File: config.mk
export PLATFORM = sky130hd
export DESIGN_NAME = rv32i_mem_arbiter
export DESIGN_NICKNAME = d
export VERILOG_FILES = /design/src/rtl/rv32i_mem_arbiter.sv
export SDC_FILE = /design/constraint.sdc
export NUM_CORES = 1
export LEC_CHECK = 0
export CAP_MARGIN = 20
export CORE_ASPECT_RATIO = 1.5
export CORE_UTILIZATION = 36
export DETAILED_ROUTE_END_ITERATION = 6
export PLACE_DENSITY = 0.77
export REMOVE_ABC_BUFFERS = 1
export SYNTH_ARGS = -nofsm -noshare
export SYNTH_HDL_FRONTEND = slang
export SYNTH_SLANG_ARGS = --single-unit
export TNS_END_PERCENT = 20
File: constraint.sdc
create_clock -name clock -period 1.65 [get_ports clock]
set_input_delay 0.4125 -clock clock [delete_from_list [all_inputs] [get_ports clock]]
set_output_delay 0.4125 -clock clock [all_outputs]
set_load 0.05 [all_outputs]
File: src/rtl/rv32i_mem_arbiter.sv
// rv32i_mem_arbiter
// Shares the unified RAM between the instruction-fetch port (i_*) and the
// load/store port (d_*). One RAM transaction is in flight at a time. Data
// requests win arbitration until fetch has been passed over STARVE_LIMIT
// times in a row, after which fetch is granted once.
// Transaction flow: IDLE (arbitrate, launch) -> BUSY (hold until mem_ack)
// -> RESP (one-cycle ack pulse, requests ignored) -> IDLE.
// Optional build macro: ARB_PERF_EN enables the per-port wait-cycle counters
// perf_i_wait / perf_d_wait; without it both ports read as zero.
module rv32i_mem_arbiter #(
   parameter int dataW        = 32,
   parameter int RAMAddrSize  = 16,
   parameter int STARVE_LIMIT = 4
) (
   input  logic                   clock,
   input  logic                   reset,
   input  logic                   i_req,
   input  logic [RAMAddrSize-1:0] i_addr,
   output logic                   i_ack,
   output logic [dataW-1:0]       i_rdata,
   input  logic                   d_req,
   input  logic                   d_we,
   input  logic [RAMAddrSize-1:0] d_addr,
   input  logic [dataW-1:0]       d_wdata,
   input  logic [dataW/8-1:0]     d_be,
   output logic                   d_ack,
   output logic [dataW-1:0]       d_rdata,
   output logic                   mem_req,
   output logic                   mem_we,
   output logic [RAMAddrSize-1:0] mem_addr,
   output logic [dataW-1:0]       mem_wdata,
   output logic [dataW/8-1:0]     mem_be,
   input  logic [dataW-1:0]       mem_rdata,
   input  logic                   mem_ack,
   output logic [31:0]            perf_i_wait,
   output logic [31:0]            perf_d_wait
);

   typedef enum logic [1:0] {
      ST_IDLE = 2'd0,
      ST_BUSY = 2'd1,
      ST_RESP = 2'd2
   } state_t;

   // Saturation point of the starvation counter (limit is at most 15).
   localparam logic [3:0] STARVE_MAX = STARVE_LIMIT[3:0];

   state_t     state_r;
   logic [3:0] starve_cnt_r;
   logic       grant_d_r;      // 1 = transaction in flight belongs to the data port
   logic       starve_at_max_s;
   logic       d_win_s;
   logic       i_win_s;

   assign starve_at_max_s = (starve_cnt_r == STARVE_MAX);

   // Arbitration decision for the IDLE cycle: data first unless fetch is starved.
   always_comb begin
      d_win_s = 1'b0;
      i_win_s = 1'b0;
      if (d_req && !(i_req && starve_at_max_s)) begin
         d_win_s = 1'b1;
      end else if (i_req) begin
         i_win_s = 1'b1;
      end else begin
         d_win_s = 1'b0;
         i_win_s = 1'b0;
      end
   end

   // Transaction sequencer: launches the granted request, waits for the RAM, pulses the ack.
   always_ff @(posedge clock or negedge reset) begin
      if (!reset) begin
         state_r      <= ST_IDLE;
         starve_cnt_r <= 4'd0;
         grant_d_r    <= 1'b0;
         mem_req      <= 1'b0;
         mem_we       <= 1'b0;
         mem_addr     <= {RAMAddrSize{1'b0}};
         mem_wdata    <= {dataW{1'b0}};
         mem_be       <= {(dataW/8){1'b0}};
         i_ack        <= 1'b0;
         d_ack        <= 1'b0;
         i_rdata      <= {dataW{1'b0}};
         d_rdata      <= {dataW{1'b0}};
      end else begin
         case (state_r)
            ST_IDLE: begin
               if (d_win_s) begin
                  mem_req   <= 1'b1;
                  mem_we    <= d_we;
                  mem_addr  <= d_addr;
                  mem_wdata <= d_wdata;
                  mem_be    <= d_be;
                  grant_d_r <= 1'b1;
                  state_r   <= ST_BUSY;
                  // Only a data grant that actually passes over a waiting fetch counts.
                  if (i_req) begin
                     starve_cnt_r <= starve_at_max_s ? STARVE_MAX : (starve_cnt_r + 4'd1);
                  end else begin
                     starve_cnt_r <= starve_cnt_r;
                  end
               end else if (i_win_s) begin
                  mem_req      <= 1'b1;
                  mem_we       <= 1'b0;
                  mem_addr     <= i_addr;
                  mem_wdata    <= {dataW{1'b0}};
                  mem_be       <= {(dataW/8){1'b1}};
                  grant_d_r    <= 1'b0;
                  starve_cnt_r <= 4'd0;
                  state_r      <= ST_BUSY;
               end else begin
                  state_r <= ST_IDLE;
               end
            end
            ST_BUSY: begin
               if (mem_ack) begin
                  mem_req <= 1'b0;
                  state_r <= ST_RESP;
                  if (grant_d_r) begin
                     d_ack <= 1'b1;
                     // Stores leave the last load result untouched.
                     if (!mem_we) begin
                        d_rdata <= mem_rdata;
                     end else begin
                        d_rdata <= d_rdata;
                     end
                  end else begin
                     i_ack   <= 1'b1;
                     i_rdata <= mem_rdata;
                  end
               end else begin
                  state_r <= ST_BUSY;
               end
            end
            ST_RESP: begin
               i_ack   <= 1'b0;
               d_ack   <= 1'b0;
               state_r <= ST_IDLE;
            end
            default: begin
               i_ack   <= 1'b0;
               d_ack   <= 1'b0;
               mem_req <= 1'b0;
               state_r <= ST_IDLE;
            end
         endcase
      end
   end

`ifdef ARB_PERF_EN
   // Wait-cycle counters: a cycle counts while a port requests and is not being acked.
   always_ff @(posedge clock or negedge reset) begin
      if (!reset) begin
         perf_i_wait <= 32'd0;
         perf_d_wait <= 32'd0;
      end else begin
         if (i_req && !i_ack) begin
            perf_i_wait <= perf_i_wait + 32'd1;
         end else begin
            perf_i_wait <= perf_i_wait;
         end
         if (d_req && !d_ack) begin
            perf_d_wait <= perf_d_wait + 32'd1;
         end else begin
            perf_d_wait <= perf_d_wait;
         end
      end
   end
`else
   assign perf_i_wait = 32'd0;
   assign perf_d_wait = 32'd0;
`endif

endmodule

-- After elaboration in Yosys (flattened, before gate mapping)
Cells that the tools add are included.
- logic and storage cells: 67
- output and inout port bits: 184
- memory bits (read-only): 0
- RAM bits: 0
- memories kept: 0
- input port bits: 106
- bits in latches: 0
- bits in registers: 127
- order comparisons: 0
- multipliers: 0
- equal/unequal tests: 8
- divide/modulo/power cells: 0
- shift operators: 0
- add/sub/neg operators: 1
- mux-type cells: 30
- bitwise operators: 4
- reductions and logical operators: 12
- operators by type and width (kind ; count):
    two-way mux 32 bit ; 2
    two-way mux 16 bit ; 2
    two-way mux 4 bit ; 6
    two-way mux 1 bit ; 15
    AND reduction 3 bit ; 5
    != test 2 bit (second input constant) ; 4
    adder 4 x 1 -> 4 bit (second input constant) ; 1
    equality test 4 x 3 -> 1 bit (second input constant) ; 1
    inverter 1 bit ; 4
    case mux 1 bit (2 select lines) ; 2
    case mux 2 bit (2 select lines) ; 1
    AND reduction 4 bit ; 1
    != test 3 bit (second input constant) ; 1
    case mux 1 bit (3 select lines) ; 1
    equality test 2 x 1 -> 1 bit (second input constant) ; 1
    equality test 2 bit (second input constant) ; 1
    logical AND 1 bit ; 2
    zero test 2 bit ; 1
    two-way mux 2 bit ; 1
    AND reduction 2 bit ; 1
    nonzero test 2 bit ; 1
    zero test 1 bit ; 1

-- Logic depth before layout (Yosys ltp)
- word-level depth: 8
- depth in mapped cells: 7
- depth with buffers taken out: 5

-- Worst setup path after synthesis
Ideal clock, no wire load.
- path kind: register to register
- start: register mem_we
- end: register d_rdata[12]
- arrival: 1.426 ns
- path buffers: 1
- setup slack: 0.100 ns
- stages on the path, launching flop included: 4
- setup time: 0.125 ns
- clock period less this slack: 1.550 ns
- data required time: 1.525 ns
- cell sequence: dfrtp_1 > nor3_4 > buf_6 > mux2_2
- cells in the longest elaborated chain, start to end: 2
- RTL lines (what ; RTL line ; RTL):
    start: declaration ; 29 ; output logic mem_we,
    start signal: assignment ; 91 ; mem_we <= d_we;
    inverter 1 bit (no source line) ; -- ;
    AND reduction 4 bit (no source line) ; -- ;
    end signal: assignment ; 85 ; d_rdata <= {dataW{1'b0}};
    end signal: assignment ; 124 ; d_rdata <= mem_rdata;
    end signal: assignment ; 126 ; d_rdata <= d_rdata;
    end: declaration ; 27 ; output logic [dataW-1:0] d_rdata,
Every way passes these cells.
A chain may end at the register's enable or synchronous reset.

-- Final worst setup path
- start: input mem_ack
- end: register d_rdata[19]
- cells in the longest elaborated chain, start to end: 1
- RTL lines (what ; RTL line ; RTL):
    start: declaration ; 34 ; input logic mem_ack,
    AND reduction 4 bit (no source line) ; -- ;
Every way passes these cells.

==> results.cfg <==
[clock_tree]
clock_sinks = 127
htreeDepth = 4
cts.clk_slew.worst_paths_ns = 0.06
cts.path.max_buffers = 2
tritoncts_clock_tree = done
cts.root.buffer_cell = clkbuf_16
clkLatencyLatePin_ns = 0.40
tritoncts.num_buffers = 17

[die]
coreArea_mm2 = 0.0150
effective_utilization_at_floorplan_pct = 36.8
die_x_um = 103
placement_rows = 55
die_height_um = 154
die_area_mm2 = 0.0158
io_pins = 290

[sta]
fin_worst_hold_slack_ns = 0.480
final_max_slew_viol_count = 0
fmax_ghz = 0.618
setup_viol_count_final = 0
clock_skew_ns = 0.00674
finalHoldViolations = 0
final_min_period_over_clock_period_pct = 98.1
fin_setup_tns_ns = 0
layout_min_cycle_time_ns = 1.62
timing.final.ws_setup_ns = 0.0308
rsz0062_at_grt = true

[setup_path]
reg2regPathDepth = 4
endpoint_kind = register
cp.arrival_ns = 1.90
critical_path_buf_inv_count = 2
reg2reg_from = state_r[1]
critPathMaxStageDelay_ns = 0.51
worst_reg2reg_setup_slack_ns = 0.06
worst_endpoint_required_time_ns = 1.93
setup.worst_path.start_class = primary input
worstPathCellList = clkdlybuf4s50_1, nand3b_2, nor3_4, buf_12, mux2_2
path_max_fanout = 32
timing.setup.critical_path_class = primary input to register
worst_path_dominant_cell_family = buffers and inverters
crit_path_top_delay_cell = clkdlybuf4s50_1
r2r-end = d_rdata[19]

[drt]
route.antenna.remaining_nets = 0
drt-initial-drc-count = 166
wirelength_um = 15100
vias_per_cell = 4.81
routed-via-count = 4245
wl_per_cell_um = 17.1
drcViolationCount = 0
drt_pre_antenna_iters = 5

[logic_synthesis]
synth_enable_flop_cells = 0
synth_cell_type_count = 35
synth_top_family_by_area = multiplexers
synth_simple_gate_area_share_pct = 5.85
synthDominantCellAreaShare_pct = 57.6
synth_xor_xnor_area_share_pct = 0
synth_seq_area_share_pct = 57.6
synth.mux.area_fraction_pct = 13.1
synth_top_flop_cell = dfrtp_1
ys_warn_count = 0
synthesis.area_mm2 = 0.00552
postSynthRegisterBits = 127
synth_adder_area_share_pct = 0.454
synthCells = 428
yosysTopAreaCell = dfrtp_1
synth_top_cells_by_area = dfrtp_1 (58%), mux2_2 (12%), buf_4 (9.3%), a22o_1 (5.2%), o221ai_1 (2.5%)
avgSynthCellArea_um2 = 12.9
synth-compound-area-share_pct = 10.0
synth_async_sr_flop_share_pct = 100

[power_and_ir_drop]
p_seq_share_pct = 25.7
peakVddDrop_mv = 1.22
power-per-cell-area_mw_per_mm2 = 2520
power_frac_comb_pct = 59.5
internal-power_mw = 13.4
power.switching_mw = 10.5
power.share.switching_pct = 44.1
total_leakage_power_nw = 4.24
clock_power_share_pct = 14.8
total_power_mw = 23.9

[grt]
vias_in_the_first_global_route = 4312
grt_pass1_wl_um = 23100
overall_global_routing_resource_usage_pct = 19.5
largest_net_degree_at_the_start_of_global_routing = 51
grt_overflow_total = 0
number_of_antenna_violations_at_the_first_check_in_global_routing = 0

[finish]
antenna-diode-count = 0
commonest_non_fill_non_tap_cells_in_the_layout = dfrtp_1 (127), buf_12 (110), clkdlybuf4s50_1 (104)
leading_cell_type_in_the_layout_fill_and_taps_excluded = dfrtp_1
fillCellCount = 1149
drive_above_1_share_pct = 36.1
number_of_nets_in_the_layout = 779
syn_to_final_growth_pct = 71.9

[job]
max_cap_viol_count = 0

[placement]
detailedPlace.worstSlack_ns = -0.446
gp_routability_congestion = 0.829
dp.final_hpwl_um = 11600
numPortBuffers = 225

[min_path]
hold_class = primary input to async pin

[run_status]
status = finished, final reports clean
==> cells in the mapped netlist (all sizes together), types with 2 or more instances <==
cell / count
a22o: 33
a31oi: 5
and2: 2
buf: 84
clkbuf: 7
dfrtp: 127
ha: 2
inv: 21
mux2: 64
nand2: 5
nand3: 19
nand4: 16
nor2: 4
o21ai: 5
o221ai: 16
o22a: 4
==> registers in the layout (all words and copies together) (netlist names), 2 cells and up <==
register and count:
mem_addr 16, state_r 2, mem_be 4, d_rdata 32
i_rdata 32, starve_cnt_r 4, mem_wdata 32
==> per-layer routing <==
layer  part of all wire, %  vias to the layer above  global-route usage (%)
li1                      -                     1891                       -
met1                    35                     2125                    20.5
met2                    58                      204                    36.5
met3                   4.9                       25                    4.18
met4                   2.4                        0                    7.44
met5                     0                        -                       0
==> logic make-up (layout without fill, tap and decap cells) <==
family	Yosys count	count (layout)
compound gates	67	67
other cells	1	64
simple gates	55	55
fa+ha+maj	2	2
buf+inv	112	305
mux	64	64
flops	127	127
==> through the flow <==
stage	instance area, µm²	std cells	util, %
CTS	9470	883	63.1
global placement	8900	850	59.3
floorplan	5120	400	-
global route	9490	883	63.2
detailed placement	8900	850	59.3
finish	9490	883	63.2
==> area by class of cell <==
| cell class | count | area [µm²] | area share [%] |
|---|---|---|---|
| multi-input combinational | 252 | 1880 | 19.9 |
| clock buffer | 18 | 429 | 4.52 |
| sequential | 127 | 3180 | 33.5 |
| inverter | 21 | 78.8 | 0.831 |
| tap | 199 | 249 | 2.62 |
| clock inverter | 14 | 135 | 1.42 |
| timing repair buffer | 252 | 3530 | 37.2 |
==> worst max path at each step <==
stage | startpoint | to | slack [ns] | depth (start not counted)
global route | state_r[0] | mem_addr[1] | -0.004 | 5
CTS | mem_ack | d_rdata[22] | 0.03 | 5
finish | mem_ack | d_rdata[19] | 0.03 | 5
global placement | i_req | mem_addr[10] | -0.36 | 4
floorplan | state_r[0] | mem_wdata[0] | -1.45 | 3
detailed placement | i_req | mem_addr[7] | -0.45 | 4
==> timing repair <==
action / in CTS / in global routing
pin swaps: 0 / 1
resized for setup: 1 / 4
setup endpoints to repair: 16 / 42
setup buffers: 0 / 0
endpoints found under the hold margin: 23 / 0
hold buffers: 1 / 0
==> worst register-to-register path, cell delays in order, from the launching register on <==
cell and delay, ns:
dfrtp_1 0.38, nand3b_2 0.28, nor3_4 0.20, buf_12 0.25, mux2_2 0.37
==> power by group through the flow <==
stage          registers [mW]  clock network (mW)  logic, mW
2_1_floorplan            10.3                   0       2.54
3_3_place_gp             6.07                   0       14.0
3_5_place_dp             6.19                   0       14.3
4_1_cts                  6.15                3.62       14.3
5_1_grt                  6.30                3.77       14.8
6_report                 6.13                3.54       14.2
No activity file was read; power rests on OpenSTA's default activity.
